$ cat src/rtl/multicycle_control_fsm.sv
// Control sequencer for a multicycle RV32I datapath: one ALU, register unit and data
// memory are time-shared across FETCH/DECODE/EXEC/WB-style states chosen from the IR.
module multicycle_control_fsm #(
  parameter int unsigned RESET_STATE_HOLD = 1
) (
  input  logic       CLK,
  input  logic       RST,
  input  logic [6:0] opCode,
  input  logic [2:0] F3,
  input  logic [6:0] F7,
  input  logic       BrTaken,
  input  logic       MemReady,
  output logic       PCWr,
  output logic       IRWr,
  output logic       RUWr,
  output logic       DMRd,
  output logic       DMWr,
  output logic [1:0] ALUASrc,
  output logic [1:0] ALUBSrc,
  output logic [3:0] ALUOp,
  output logic [2:0] ImmSrc,
  output logic [2:0] DMCtrl,
  output logic [1:0] RUDataWrSrc,
  output logic [3:0] State,
  output logic       InstRetired,
  output logic       IllegalInst
);

  localparam logic [3:0] S_IDLE    = 4'd0;
  localparam logic [3:0] S_FETCH   = 4'd1;
  localparam logic [3:0] S_DECODE  = 4'd2;
  localparam logic [3:0] S_EXEC    = 4'd3;
  localparam logic [3:0] S_ALUWB   = 4'd4;
  localparam logic [3:0] S_MEMADDR = 4'd5;
  localparam logic [3:0] S_MEMRD   = 4'd6;
  localparam logic [3:0] S_MEMWB   = 4'd7;
  localparam logic [3:0] S_MEMWR   = 4'd8;
  localparam logic [3:0] S_BRANCH  = 4'd9;
  localparam logic [3:0] S_JUMP    = 4'd10;
  localparam logic [3:0] S_TRAP    = 4'd11;

  localparam logic [6:0] OP_R     = 7'b0110011;
  localparam logic [6:0] OP_I     = 7'b0010011;
  localparam logic [6:0] OP_LUI   = 7'b0110111;
  localparam logic [6:0] OP_AUIPC = 7'b0010111;
  localparam logic [6:0] OP_LOAD  = 7'b0000011;
  localparam logic [6:0] OP_STORE = 7'b0100011;
  localparam logic [6:0] OP_BR    = 7'b1100011;
  localparam logic [6:0] OP_JAL   = 7'b1101111;
  localparam logic [6:0] OP_JALR  = 7'b1100111;

  localparam logic [3:0] ALU_ADD   = 4'b0000;
  localparam logic [3:0] ALU_PASSB = 4'b1001;

  localparam logic [1:0] ASRC_RS1   = 2'b00;
  localparam logic [1:0] ASRC_PC    = 2'b01;
  localparam logic [1:0] ASRC_OLDPC = 2'b10;
  localparam logic [1:0] BSRC_RS2   = 2'b00;
  localparam logic [1:0] BSRC_IMM   = 2'b01;
  localparam logic [1:0] BSRC_FOUR  = 2'b10;

  localparam logic [2:0] IMM_I = 3'b000;
  localparam logic [2:0] IMM_S = 3'b001;
  localparam logic [2:0] IMM_B = 3'b010;
  localparam logic [2:0] IMM_U = 3'b011;
  localparam logic [2:0] IMM_J = 3'b100;

  localparam logic [1:0] WSRC_PC  = 2'b00;
  localparam logic [1:0] WSRC_MEM = 2'b01;
  localparam logic [1:0] WSRC_ALU = 2'b10;

  localparam logic [3:0] HOLD_LAST = 4'(RESET_STATE_HOLD - 1);

  logic [3:0] state_q, state_d;
  logic [3:0] hold_q, hold_d;
  logic       unused_f7;

  assign unused_f7 = ^{F7[6], F7[4:0]};

  function automatic logic [3:0] dispatch(input logic [6:0] op);
    logic [3:0] nxt;
    case (op)
      OP_R, OP_I, OP_LUI, OP_AUIPC: nxt = S_EXEC;
      OP_LOAD, OP_STORE:            nxt = S_MEMADDR;
      OP_BR:                        nxt = S_BRANCH;
      OP_JAL, OP_JALR:              nxt = S_JUMP;
      default:                      nxt = S_TRAP;
    endcase
    return nxt;
  endfunction

  // F7[5] only selects SUB/SRA; for I-type it matters solely on the shift-right encoding.
  function automatic logic [3:0] exec_alu_op(input logic [6:0] op, input logic [2:0] f3,
                                             input logic f7b5);
    logic [3:0] res;
    case (op)
      OP_R:    res = {f7b5, f3};
      OP_I:    res = {(f3 == 3'b101) ? f7b5 : 1'b0, f3};
      OP_LUI:  res = ALU_PASSB;
      default: res = ALU_ADD;
    endcase
    return res;
  endfunction

  // State and IDLE-hold registers
  always_ff @(posedge CLK) begin
    if (RST) begin
      state_q <= S_IDLE;
      hold_q  <= 4'd0;
    end else begin
      state_q <= state_d;
      hold_q  <= hold_d;
    end
  end

  // Next-state logic
  always_comb begin
    state_d = state_q;
    hold_d  = hold_q;
    case (state_q)
      S_IDLE: begin
        if (hold_q == HOLD_LAST) begin
          state_d = S_FETCH;
          hold_d  = 4'd0;
        end else begin
          hold_d  = hold_q + 4'd1;
        end
      end
      S_FETCH:   state_d = S_DECODE;
      S_DECODE:  state_d = dispatch(opCode);
      S_EXEC:    state_d = S_ALUWB;
      S_ALUWB:   state_d = S_FETCH;
      S_MEMADDR: state_d = (opCode == OP_STORE) ? S_MEMWR : S_MEMRD;
      S_MEMRD:   state_d = MemReady ? S_MEMWB : S_MEMRD;
      S_MEMWB:   state_d = S_FETCH;
      S_MEMWR:   state_d = MemReady ? S_FETCH : S_MEMWR;
      S_BRANCH:  state_d = S_FETCH;
      S_JUMP:    state_d = S_FETCH;
      S_TRAP:    state_d = S_TRAP;
      default:   state_d = S_TRAP;
    endcase
  end

  // Output decode from current state (plus IR fields, BrTaken and MemReady)
  always_comb begin
    PCWr        = 1'b0;
    IRWr        = 1'b0;
    RUWr        = 1'b0;
    DMRd        = 1'b0;
    DMWr        = 1'b0;
    ALUASrc     = ASRC_RS1;
    ALUBSrc     = BSRC_RS2;
    ALUOp       = ALU_ADD;
    ImmSrc      = IMM_I;
    DMCtrl      = 3'b000;
    RUDataWrSrc = WSRC_PC;
    InstRetired = 1'b0;
    IllegalInst = 1'b0;
    State       = state_q;
    case (state_q)
      S_FETCH: begin
        IRWr    = 1'b1;
        PCWr    = 1'b1;
        ALUASrc = ASRC_PC;
        ALUBSrc = BSRC_FOUR;
      end
      S_EXEC, S_ALUWB: begin
        ALUOp = exec_alu_op(opCode, F3, F7[5]);
        case (opCode)
          OP_R: begin
            ALUASrc = ASRC_RS1;
            ALUBSrc = BSRC_RS2;
          end
          OP_I: begin
            ALUBSrc = BSRC_IMM;
            ImmSrc  = IMM_I;
          end
          OP_LUI: begin
            ALUBSrc = BSRC_IMM;
            ImmSrc  = IMM_U;
          end
          OP_AUIPC: begin
            ALUASrc = ASRC_OLDPC;
            ALUBSrc = BSRC_IMM;
            ImmSrc  = IMM_U;
          end
          default: begin
            ALUBSrc = BSRC_RS2;
          end
        endcase
        RUWr        = (state_q == S_ALUWB);
        InstRetired = (state_q == S_ALUWB);
        RUDataWrSrc = (state_q == S_ALUWB) ? WSRC_ALU : WSRC_PC;
      end
      // Address selects stay put through the whole access so the memory sees a stable address.
      S_MEMADDR, S_MEMRD, S_MEMWR: begin
        ALUASrc     = ASRC_RS1;
        ALUBSrc     = BSRC_IMM;
        ImmSrc      = (opCode == OP_STORE) ? IMM_S : IMM_I;
        DMRd        = (state_q == S_MEMRD);
        DMWr        = (state_q == S_MEMWR);
        DMCtrl      = (state_q == S_MEMADDR) ? 3'b000 : F3;
        InstRetired = (state_q == S_MEMWR) && MemReady;
      end
      S_MEMWB: begin
        RUWr        = 1'b1;
        RUDataWrSrc = WSRC_MEM;
        DMCtrl      = F3;
        InstRetired = 1'b1;
      end
      S_BRANCH: begin
        ALUASrc     = ASRC_OLDPC;
        ALUBSrc     = BSRC_IMM;
        ImmSrc      = IMM_B;
        PCWr        = BrTaken;
        InstRetired = 1'b1;
      end
      S_JUMP: begin
        RUWr        = 1'b1;
        RUDataWrSrc = WSRC_PC;
        PCWr        = 1'b1;
        InstRetired = 1'b1;
        ALUBSrc     = BSRC_IMM;
        ALUASrc     = (opCode == OP_JAL) ? ASRC_OLDPC : ASRC_RS1;
        ImmSrc      = (opCode == OP_JAL) ? IMM_J : IMM_I;
      end
      S_TRAP: begin
        IllegalInst = 1'b1;
      end
      default: begin
        IllegalInst = 1'b0;
      end
    endcase
  end

endmodule

$ cat config.mk
export PLATFORM = sky130hd
export DESIGN_NAME = multicycle_control_fsm
export DESIGN_NICKNAME = d
export VERILOG_FILES = /design/src/rtl/multicycle_control_fsm.sv
export SDC_FILE = /design/constraint.sdc
export NUM_CORES = 1
export LEC_CHECK = 0
export CELL_PAD_IN_SITES_DETAIL_PLACEMENT = 1
export CELL_PAD_IN_SITES_GLOBAL_PLACEMENT = 1
export CORE_ASPECT_RATIO = 1.25
export CORE_MARGIN = 5
export CORE_UTILIZATION = 24
export DETAILED_ROUTE_END_ITERATION = 10
export GPL_TIMING_DRIVEN = 0
export PLACE_DENSITY = 0.75
export SYNTH_ARGS = -nofsm -noshare
export SYNTH_HDL_FRONTEND = slang
export SYNTH_SLANG_ARGS = --single-unit
$ cat constraint.sdc
create_clock -name CLK -period 1.8 [get_ports CLK]
set_clock_uncertainty 0.1 [all_clocks]
set_input_delay 0.36 -clock CLK [delete_from_list [all_inputs] [get_ports CLK]]
set_output_delay 0.36 -clock CLK [all_outputs]
set_load 0.01 [all_outputs]
Word level (Yosys, flattened, before mapping)
Index checks and enable logic that the tools add are counted.

Register bits: 8. Latch bits: 0. Memory bits (writable): 0. ROM bits: 0. Bits of input ports: 21. Output and inout bits: 27. Word-level logic and storage cells: 70. Memories: 0.

$add $sub $neg: 1. Multiply operators: 0. Divide/modulo/power cells: 0. Order comparisons: 0. Eq/ne operators: 22. Shift operators: 0. Mux-type cells: 30. Bitwise logic cells: 0. Reduce and logical (&&, ||, !) cells: 15.

Operator list (number): $pmux W4 S8 (1); $eq A7 B6 Y1 const B (3); $eq A7 B7 Y1 const B (3); $mux W4 (5); $eq A4 B3 Y1 const B (4); $eq A4 B4 Y1 const B (4); $pmux W4 S4 (1); $eq A7 B5 Y1 const B (2); $pmux W3 S4 (1); $pmux W4 S3 (1); $reduce_or A2 Y1 (6); $reduce_or A3 Y1 (3); $eq A4 B2 Y1 const B (2); $logic_not A4 Y1 (2); $mux W1 (8); $mux W2 (4); $pmux W2 S4 (1); $reduce_or A4 Y1 (2); $eq A7 B2 Y1 const B (1); $mux W3 (2); $pmux W2 S3 (1); $pmux W3 S2 (1); $reduce_or A5 Y1 (1); $add A4 B1 Y4 const B (1); 7 further kinds (8).

Logic depth before layout (Yosys ltp)
Depth after elaboration: 4. Mapped depth: 6. Mapped depth without buffers: 6.

Least setup slack after synthesis
OpenSTA, ideal clock, no wires.

Path kind: flip-flop to output port. Start: register state_q[1], in the netlist State[1]. End: output ALUASrc[1]. Data arrival time: 1.446 ns. Required time: 1.340 ns. Setup slack: -0.106 ns. Cell stages (with the launch flop): 6. Buffers on the path: 1. Path through: dfxtp_1 -> and2_1 -> mux2i_1 -> or4_1 -> buf_2 -> o31ai_2.

Word-level cells in the longest chain between the ends: 3. Elaborated cells on any way between the ends: 7. Those cells by class: eq/ne (5); mux (1); reduce/logical (1).

RTL lines: start: declaration (RTL line 74) `logic [3:0] state_q, state_d;`; start signal: assignment (RTL line 111) `state_q <= state_d;`; $eq A4 B3 Y1 / $eq A4 B2 Y1 (equally long branches) (RTL line 160) `case (state_q)`; $reduce_or A2 Y1 (RTL line 160); $pmux W2 S4 (*) (RTL line 160); end: declaration (RTL line 18) `output logic [1:0] ALUASrc,`.

Every way passes the cells marked *; elsewhere a longest branch is shown, timed or not.

Worst setup path in the final report
Start: register state_q[2], in the netlist State[2]. End: output ALUASrc[1].

Same word-level chain as after synthesis.

==> impl_metrics.ini <==
[yosys]
synth_async_sr_flop_share_pct = 0
yosysSeqAreaShare_pct = 16.95
synth.distinct_cells = 46
synth_warn = 0
synth_largest_area_cell = dfxtp_1
yosys_register_bits = 8
synth_most_common_cell = nor2_1
ys.flop_type = dfxtp_1
post_synth_instance_area_um2 = 944.7
syn-instance-count = 140
yosys-top-cells-count = 18 x nor2_1, 12 x nand2_1, 8 x dfxtp_1, 8 x inv_1
yosys-top-cells-area = dfxtp_1 17%, nor2_1 7.2%, nand2_1 4.8%
synth_fp_nets = 163
yosys.area.top_type_share_pct = 16.95
synthesis.area_per_instance_um2 = 6.748
synth_enable_flop_cells = 0

[clock_tree]
cts_max_level = 1
post_cts_hold_buffer_count = 0
clock_path_buffers = 2
clkSinkCount = 8
clkTransAtPathRegs_ns = 0.04
ctsRootBufferMaster = clkbuf_8
skew_pair_late_insertion_delay_ns = 0.23
tritoncts.num_buffers = 3
tritoncts = done

[global_route]
grt_overflow = 0
grt_max_degree = 11
wire_length_of_the_first_global_routing_pass_um = 7797
grt_antenna_before_repair = 0
grt_util_all_layers_pct = 18.99
number_of_global_route_vias_before_repair = 1561

[worst_setup_path]
worst-setup-path-type = reg2out
endpoint_kind = output port
reg2reg_depth = 9
setup.worst_path.start_class = register
worstPathArrival_ns = 1.75
critical_path.max_fanout = 6
cp_data_required_time_ns = 1.34

[power_and_ir_drop]
power_density_mw_per_mm2 = 618.0
irDropWorstVdd_v = 0.0004446
power.static_leakage_uw = 0.0008753
total_power_consumption_uw = 1215

[timing]
finalHoldViolations = 0
worst_hold_slack_ns = 0.4022
finalSetupTns_ns = -3.297
slew_headroom_pct = 77.66
fmaxAchievable_ghz = 0.4530
worst_pin_slew_ns = 0.3321
rsz0062_at_grt = true
postLayoutSetupSlackWorst_ns = -0.4074
post-route-min-period_ns = 2.207
final-setup-viol-count = 24
final_max_slew_viol_count = 0
fin_crit_sh_pct = 122.6

[place]
dpl.cell_count = 233
post-dp-hpwl_um = 2868
port-buffer-count = 39
gpl.final_weighted_congestion = 0.9438
detailed_place.area_mm2 = 0.001438

[detailed_routing]
drc = 0
ant_nets = 0
drtPass1Iterations = 4
route.detailed.vias_per_inst = 5.196
drt-initial-drc-count = 84
wl_cell_um = 19.19
route.vias.total = 1408
routed_wl_um = 5200

[finish]
sequential_standard_cell_area_um2 = 175.2
layoutNonFillerInstCount = 271
multi_input_area_um2 = 915.9
area_growth_syn_to_layout_pct = 108.2
nFillCells = 467
antennaDiodeCount = 0
layout-drive-gt1-share_pct = 57.60
post-route-cell-area_mm2 = 0.001967
finish.net_count = 242

[die]
io_pins = 48
rows = 25
dieWidth_um = 66.12
floorplan.core_area_mm2 = 0.003785
chipHeight_um = 80.15
initial_utilization_pct = 24.96
die-area_mm2 = 0.005299

[run]
max_cap_viol_count = 0

[status]
outcome = complete, but fails checks
violations = negative setup slack

[worst_hold_path]
worstHoldPathType = in2reg
min_path_cells = 4
## through the flow
stage               util [%]  setup slack (ns)
finish                 51.97           -0.4074
detailed placement     37.98            -1.119
CTS                    47.77           -0.3836
global route           51.97           -0.4559
floorplan                  -          -0.07451
global placement       37.98            -1.096
## worst paths after layout
kind / start / endpoint / slack (ns)
worst max register to register: State[0] / State[1] / -0.05
worst min register to register: hold_q[3] / hold_q[3] / 0.48
worst min-delay path: opCode[4] / State[3] / 0.40
worst max-delay path: State[2] / ALUASrc[1] / -0.41
## kinds of logic after synthesis
group / synth area share, %
AOI/OAI and AO/OA: 21.46
xor gates and xnor gates: 0.9273
adders and majority gates: 2.649
buffers and inverters: 9.271
DFF: 16.95
muxes: 3.179
and+or+nand+nor: 45.56
## registers in the layout (all words and copies together) (netlist names)
| signal | count |
|---|---|
| State | 4 |
| hold_q | 4 |
## layer usage
metal  part of all wire, %  up-vias  GRT usage (%)
met1                    37      701          18.43
met5                     0        -              0
met4                   3.0        0          8.943
met3                   3.4       12          2.238
met2                    56       40          38.13
li1                      -      655              -
## cell type report
cell class                 instances  share of cell area (%)
buffer                            10                   6.997
clock buffer                       3                   2.099
inverter                           8                   1.718
multi-input combinational        112                   46.56
sequential                         8                   8.906
tap                               54                   3.435
timing repair buffer              76                   30.28
## where the power goes
| group | internal [µW] | switching [µW] |
|---|---|---|
| clock network | 145 | 71.3 |
| registers | 193 | 16.7 |
| logic | 416 | 373 |
| total | 754 | 461 |
## what timing repair did
action                                  CTS  global route
endpoints found under the setup margin   23            29
buffers inserted                         23            15
pin swaps                                14            16
gates resized for setup                 162            45
cloned                                    1             0
## worst max-delay path, cell delays in order, from the launching register on
cell     delay, ns
dfxtp_4       0.34
buf_6         0.12
mux2i_2       0.16
or4_4         0.51
o31ai_4       0.23
buf_2         0.16
## placed cells by master (no fill, tap or decap), types with 3 or more instances in the layout
cell / n
a21oi_1: 5
and2_4: 3
buf_2: 22
buf_4: 30
buf_6: 16
clkbuf_8: 5
clkdlybuf4s50_1: 10
dfxtp_1: 4
dfxtp_4: 4
inv_1: 6
nand2_1: 11
nand2b_4: 4
nand3b_1: 3
nand4_1: 4
nor2_1: 12
nor2_2: 3
nor2_4: 3
nor2b_4: 3
o21ai_0: 3
o21ai_1: 4
(Power assumes the default switching activity.)
